==> src/rtl/pipelined_cla_addsub_if.sv <==
// Operand/result stream bundle for pipelined_cla_addsub.
// The slave side is the adder; the master side is whoever feeds and drains it.
interface pipelined_cla_addsub_if #(
  parameter int WIDTH = 16
);
  logic             in_valid;
  logic             in_ready;
  logic [WIDTH-1:0] a;
  logic [WIDTH-1:0] b;
  logic             cin;
  logic             sub;
  logic             out_valid;
  logic             out_ready;
  logic [WIDTH-1:0] sum;
  logic             cout;
  logic             ovf;

  modport slave (
    input  in_valid, a, b, cin, sub, out_ready,
    output in_ready, out_valid, sum, cout, ovf
  );

  modport master (
    output in_valid, a, b, cin, sub, out_ready,
    input  in_ready, out_valid, sum, cout, ovf
  );
endinterface

==> src/rtl/pipelined_cla_addsub.sv <==
// Add/subtract unit built from 4-bit lookahead groups, one group resolved per
// pipeline stage, followed by an output register with valid/ready handshaking.
module pipelined_cla_addsub #(
  parameter int WIDTH = 16
) (
  input logic                   clk,
  input logic                   rst,
  pipelined_cla_addsub_if.slave bus
);
  localparam int STAGES = WIDTH / 4;

  function automatic logic [4:0] cla4(input logic [3:0] ga, input logic [3:0] gb,
                                      input logic c0);
    logic [3:0] g;
    logic [3:0] p;
    logic [4:0] c;
    g    = ga & gb;
    p    = ga | gb;
    c[0] = c0;
    c[1] = g[0] | (p[0] & c[0]);
    c[2] = g[1] | (p[1] & g[0]) | (p[1] & p[0] & c[0]);
    c[3] = g[2] | (p[2] & g[1]) | (p[2] & p[1] & g[0]) | (p[2] & p[1] & p[0] & c[0]);
    c[4] = g[3] | (p[3] & g[2]) | (p[3] & p[2] & g[1]) | (p[3] & p[2] & p[1] & g[0])
         | (p[3] & p[2] & p[1] & p[0] & c[0]);
    return {c[4], ga ^ gb ^ c[3:0]};
  endfunction

  // Stage k holds full operands, sum bits for groups below k, and the carry into group k.
  logic [STAGES-1:0] r_valid;
  logic [WIDTH-1:0]  r_a [STAGES];
  logic [WIDTH-1:0]  r_b [STAGES];
  logic [WIDTH-1:0]  r_s [STAGES];
  logic [STAGES-1:0] r_c;

  logic             r_outValid;
  logic [WIDTH-1:0] r_sum;
  logic             r_cout;
  logic             r_ovf;

  logic [STAGES:0]   w_adv;
  logic [WIDTH-1:0]  w_sNext [STAGES];
  logic [STAGES-1:0] w_cNext;
  logic [WIDTH-1:0]  w_bEff;
  logic              w_cIn;
  logic              w_ovf;

  assign w_bEff = bus.sub ? ~bus.b : bus.b;
  assign w_cIn  = bus.sub ? 1'b1 : bus.cin;

  for (genvar k = 0; k < STAGES; k++) begin : g_group
    logic [4:0] w_res;
    assign w_res      = cla4(r_a[k][4*k +: 4], r_b[k][4*k +: 4], r_c[k]);
    assign w_sNext[k] = r_s[k] | (WIDTH'(w_res[3:0]) << (4 * k));
    assign w_cNext[k] = w_res[4];
  end

  // A stage may move when it is empty or its successor is moving too.
  always_comb begin
    w_adv[STAGES] = !r_outValid || bus.out_ready;
    for (int k = STAGES - 1; k >= 0; k--) begin
      w_adv[k] = !r_valid[k] || w_adv[k+1];
    end
  end

  assign w_ovf = (r_a[STAGES-1][WIDTH-1] == r_b[STAGES-1][WIDTH-1])
              && (w_sNext[STAGES-1][WIDTH-1] != r_a[STAGES-1][WIDTH-1]);

  always_ff @(posedge clk) begin
    if (rst) begin
      r_valid    <= '0;
      r_c        <= '0;
      r_outValid <= 1'b0;
      r_sum      <= '0;
      r_cout     <= 1'b0;
      r_ovf      <= 1'b0;
      for (int k = 0; k < STAGES; k++) begin
        r_a[k] <= '0;
        r_b[k] <= '0;
        r_s[k] <= '0;
      end
    end else begin
      if (w_adv[0]) begin
        r_valid[0] <= bus.in_valid;
        r_a[0]     <= bus.a;
        r_b[0]     <= w_bEff;
        r_s[0]     <= '0;
        r_c[0]     <= w_cIn;
      end
      for (int k = 1; k < STAGES; k++) begin
        if (w_adv[k]) begin
          r_valid[k] <= r_valid[k-1];
          r_a[k]     <= r_a[k-1];
          r_b[k]     <= r_b[k-1];
          r_s[k]     <= w_sNext[k-1];
          r_c[k]     <= w_cNext[k-1];
        end
      end
      if (w_adv[STAGES]) begin
        r_outValid <= r_valid[STAGES-1];
        if (r_valid[STAGES-1]) begin
          r_sum  <= w_sNext[STAGES-1];
          r_cout <= w_cNext[STAGES-1];
          r_ovf  <= w_ovf;
        end
      end
    end
  end

  assign bus.in_ready  = w_adv[0];
  assign bus.out_valid = r_outValid;
  assign bus.sum       = r_sum;
  assign bus.cout      = r_cout;
  assign bus.ovf       = r_ovf;
endmodule

==> src/flat_wrapper.sv <==
// flat-port wrapper written by rule: the top's interface ports become plain ports
module pipelined_cla_addsub_flat 
#(
  parameter int WIDTH = 16
)
  (clk, rst, bus_in_valid, bus_a, bus_b, bus_cin, bus_sub, bus_out_ready, bus_in_ready, bus_out_valid, bus_sum, bus_cout, bus_ovf);
  pipelined_cla_addsub_if #(.WIDTH(WIDTH)) bus_i ();
  input logic clk;
  input logic rst;
  input wire logic [$bits(bus_i.in_valid)-1:0] bus_in_valid;
  input wire logic [$bits(bus_i.a)-1:0] bus_a;
  input wire logic [$bits(bus_i.b)-1:0] bus_b;
  input wire logic [$bits(bus_i.cin)-1:0] bus_cin;
  input wire logic [$bits(bus_i.sub)-1:0] bus_sub;
  input wire logic [$bits(bus_i.out_ready)-1:0] bus_out_ready;
  output wire logic [$bits(bus_i.in_ready)-1:0] bus_in_ready;
  output wire logic [$bits(bus_i.out_valid)-1:0] bus_out_valid;
  output wire logic [$bits(bus_i.sum)-1:0] bus_sum;
  output wire logic [$bits(bus_i.cout)-1:0] bus_cout;
  output wire logic [$bits(bus_i.ovf)-1:0] bus_ovf;
  assign bus_i.in_valid = bus_in_valid;
  assign bus_i.a = bus_a;
  assign bus_i.b = bus_b;
  assign bus_i.cin = bus_cin;
  assign bus_i.sub = bus_sub;
  assign bus_i.out_ready = bus_out_ready;
  assign bus_in_ready = bus_i.in_ready;
  assign bus_out_valid = bus_i.out_valid;
  assign bus_sum = bus_i.sum;
  assign bus_cout = bus_i.cout;
  assign bus_ovf = bus_i.ovf;
  pipelined_cla_addsub #(.WIDTH(WIDTH)) u_core (.clk(clk), .rst(rst), .bus(bus_i));
endmodule
==> config.mk <==
export PLATFORM = sky130hd
export DESIGN_NAME = pipelined_cla_addsub_flat
export DESIGN_NICKNAME = d
export VERILOG_FILES = /design/src/rtl/pipelined_cla_addsub_if.sv /design/src/rtl/pipelined_cla_addsub.sv /design/src/flat_wrapper.sv
export SDC_FILE = /design/constraint.sdc
export NUM_CORES = 1
export LEC_CHECK = 0
export CORE_ASPECT_RATIO = 0.6
export CORE_UTILIZATION = 57
export DETAILED_ROUTE_END_ITERATION = 16
export PLACE_DENSITY = 0.77
export SLEW_MARGIN = 0
export SYNTH_ARGS = -nofsm -noshare
export SYNTH_HDL_FRONTEND = slang
export SYNTH_SLANG_ARGS = --single-unit
==> constraint.sdc <==
create_clock -name clk -period 2.8 [get_ports clk]
set_input_delay 0.84 -clock clk [delete_from_list [all_inputs] [get_ports clk]]
set_output_delay 0.84 -clock clk [all_outputs]
set_load 0.02 [all_outputs]
==> impl_metrics.json <==
{
  "yosysWarnings": 0,
  "crit_chain": "dlymetal6s2s_1 -> and4b_2 -> nand3_4 -> buf_2",
  "cts_tree": "done",
  "core.rowCount": 28,
  "finalCritPeriodShare_pct": 88.17,
  "min_from": "u_core.bus.sum[6]",
  "die_y_um": 81.39,
  "synth_edf_count": 104,
  "drc": 0,
  "ios": 58,
  "finalHoldViolations": 0,
  "post-route-util_pct": 72.94,
  "p_leak_nw": 2.975,
  "yosys-top-cells-area": "edfxtp_1 52%, dfxtp_1 9.0%, and2_1 8.2%",
  "criticalPathCategory": "input port to output pin",
  "finalClockSkew_ns": 0.009236,
  "maxCapViolCount": 0,
  "hold_end": "u_core.bus.sum[6]",
  "slew_headroom_pct": 47.88,
  "cts_buffer_depth": 2,
  "critPathMaxStageDelay_ns": 0.35,
  "critical_path.endpoint_type": "output pin",
  "rrSetupSlack_ns": 0.93,
  "tightest_slew_ns": 0.7818,
  "cp_max_fo": 3,
  "reg2reg_depth": 4,
  "r2r_end": "u_core.r_a[1][15]",
  "drtPass1Iterations": 4,
  "most-common-layout-cells": "104 x edfxtp_1, 78 x and2_1, 55 x clkdlybuf4s50_1",
  "status": "complete, no violations",
  "clock.fmax_ghz": 0.4051,
  "crit_slowest_cell": "and4b_2",
  "yosys.area.top_type": "edfxtp_1",
  "postSynthAreaPerCell_um2": 12.29,
  "gr-total-overflow": 0,
  "track_usage_pct": 19.86,
  "clk_pin_slew_worst_paths_ns": 0.05,
  "arrival_ns": 1.63,
  "holdPathStages": 2,
  "viasPerCell": 4.971,
  "dieArea_mm2": 0.01093,
  "grt_pass1_wl_um": 15980,
  "wire_per_inst_um": 13.92,
  "diodes": 0,
  "power_w": 0.004607,
  "synth_cell_types": 50,
  "ant_nets": 0,
  "grt_pass1_vias": 3326,
  "synthDominantCellAreaShare_pct": 52.16,
  "whs_ns": 0.4538,
  "start_util_pct": 59.75,
  "syn-cell-area_mm2": 0.005987,
  "slew_viol_final": 0,
  "syn_inst": 487,
  "worstPathRequired_ns": 1.96,
  "post-dp-hpwl_um": 6450,
  "crit_family": "simple AND/OR/NAND/NOR gates",
  "critPathLaunchType": "input port",
  "antenna_found_initial": 0,
  "clock_latency_ns": 0.41,
  "layout.cells.most_common": "edfxtp_1",
  "gp_congestion": 0.7319,
  "drive_gt1_share_pct": 9.381,
  "tns_ns": 0,
  "async_reset_ff_share_pct": 0,
  "core_area_mm2": 0.01002,
  "ctsHtreeMaxLevel": 4,
  "drt_iter0_markers": 159,
  "postPlaceCellArea_mm2": 0.006735,
  "synth-seq-cells": 131,
  "area_growth_syn_to_layout_pct": 22.07,
  "synth-seq-area-share_pct": 61.19,
  "period_needed_ns": 2.469,
  "peakVddDrop_mv": 0.4985,
  "hold_class": "register to register",
  "wl_um": 9744,
  "synthFlopType": "edfxtp_1",
  "route.vias.total": 3480,
  "cp_num_buf_inv": 2,
  "portBuffers": 57,
  "power_density_mw_per_mm2": 630.4,
  "final_nets": 627,
  "clock_sinks": 131,
  "fin_area_mm2": 0.007308,
  "cts_buffers": 17,
  "rr_startpoint": "u_core.r_valid[3]",
  "grt_max_degree": 51,
  "cts_root_buffer": "clkbuf_16",
  "die_w_um": 134.3,
  "rsz0062_at_grt": "false",
  "setup_viol": 0,
  "syn-num-nets": 561
}
power breakdown:
part,internal [W],switching (W)
Sequential,0.00218,0.0000299
Combinational,0.000138,0.000118
Clock,0.00138,0.000755
Total,0.00370,0.000903
flip-flops by register name, indices dropped and copies added (netlist names), 4 cells and up:
name and cells:
u_core.bus.sum 16, u_core.r_valid 4, u_core.r_a 40, u_core.r_b 40, u_core.r_c 4, u_core.r_s 24
stage by stage:
| stage | std cells | worst slack, ns |
|---|---|---|
| after detailed placement | 669 | -0.3854 |
| final | 700 | 0.3312 |
| after global routing | 700 | 0.2938 |
| after global placement | 669 | -0.3880 |
| after CTS | 700 | 0.005991 |
| after floorplan | 487 | 0.2449 |
routing by layer:
layer | track usage (%) | routed length, um | up-vias
met5 | 0 | 0 | -
met4 | 7.416 | 66 | 0
met3 | 5.868 | 424 | 9
met2 | 33.37 | 4629 | 82
met1 | 24.67 | 4624 | 1623
li1 | - | - | 1766
logic make-up (layout without fill, tap and decap cells):
| group | after synthesis | after routing | share of synthesized area (%) |
|---|---|---|---|
| and+or+nand+nor | 189 | 189 | 17.60 |
| DFF | 131 | 131 | 61.19 |
| buffers and inverters | 62 | 140 | 4.493 |
| AOI/OAI and AO/OA | 46 | 46 | 5.287 |
| adders and majority gates | 36 | 36 | 8.025 |
| xor gates and xnor gates | 21 | 21 | 3.072 |
| muxes | 2 | 2 | 0.3344 |
worst max path at each step:
| stage | startpoint | depth (start not counted) | end |
|---|---|---|---|
| 2_1_floorplan | bus_out_ready | 4 | u_core.r_a[1][10] |
| 3_3_place_gp | bus_out_ready | 4 | bus_in_ready |
| 3_5_place_dp | bus_out_ready | 4 | bus_in_ready |
| 4_1_cts | bus_out_ready | 4 | bus_in_ready |
| 5_1_grt | bus_out_ready | 4 | bus_in_ready |
| 6_report | bus_out_ready | 4 | bus_in_ready |
Yosys cell counts, drive strengths merged, types with 2 or more instances:
cell type	count
nor2b	5
clkbuf	7
edfxtp	104
xor2	4
o21bai	2
nand2	30
nand4b	2
nor3b	3
nor2	39
nor3	6
nand2b	6
buf	15
o21ai	7
ha	32
inv	40
fa	4
or3	4
nand3	3
nand3b	4
and3	4
a21oi	21
a21o	2
o21a	2
o21ba	3
xnor2	17
and2	78
mux2i	2
a211oi	3
dfxtp	27
area by class of cell:
| type | instances | area [um2] |
|---|---|---|
| Timing Repair Buffer | 69 | 695.7 |
| Fill cell | 672 | 2711 |
| Tap cell | 135 | 168.9 |
| Clock inverter | 11 | 137.6 |
| Sequential cell | 131 | 3664 |
| Inverter | 40 | 150.1 |
| Clock buffer | 20 | 436.7 |
| Multi-Input combinational cell | 294 | 2056 |
tightest hold or removal path: stages, from the launching register on:
cell and delay, ns:
dfxtp_1 0.30, nand2_1 0.05, a21oi_1 0.05
what timing repair did:
item,in CTS,in global routing
endpoints found under the setup margin,1,1
hold buffers,0,0
hold endpoints to repair,0,0
resized for setup,5,1
setup buffers,0,0
Note: power is estimated with default switching activity, not from simulation.
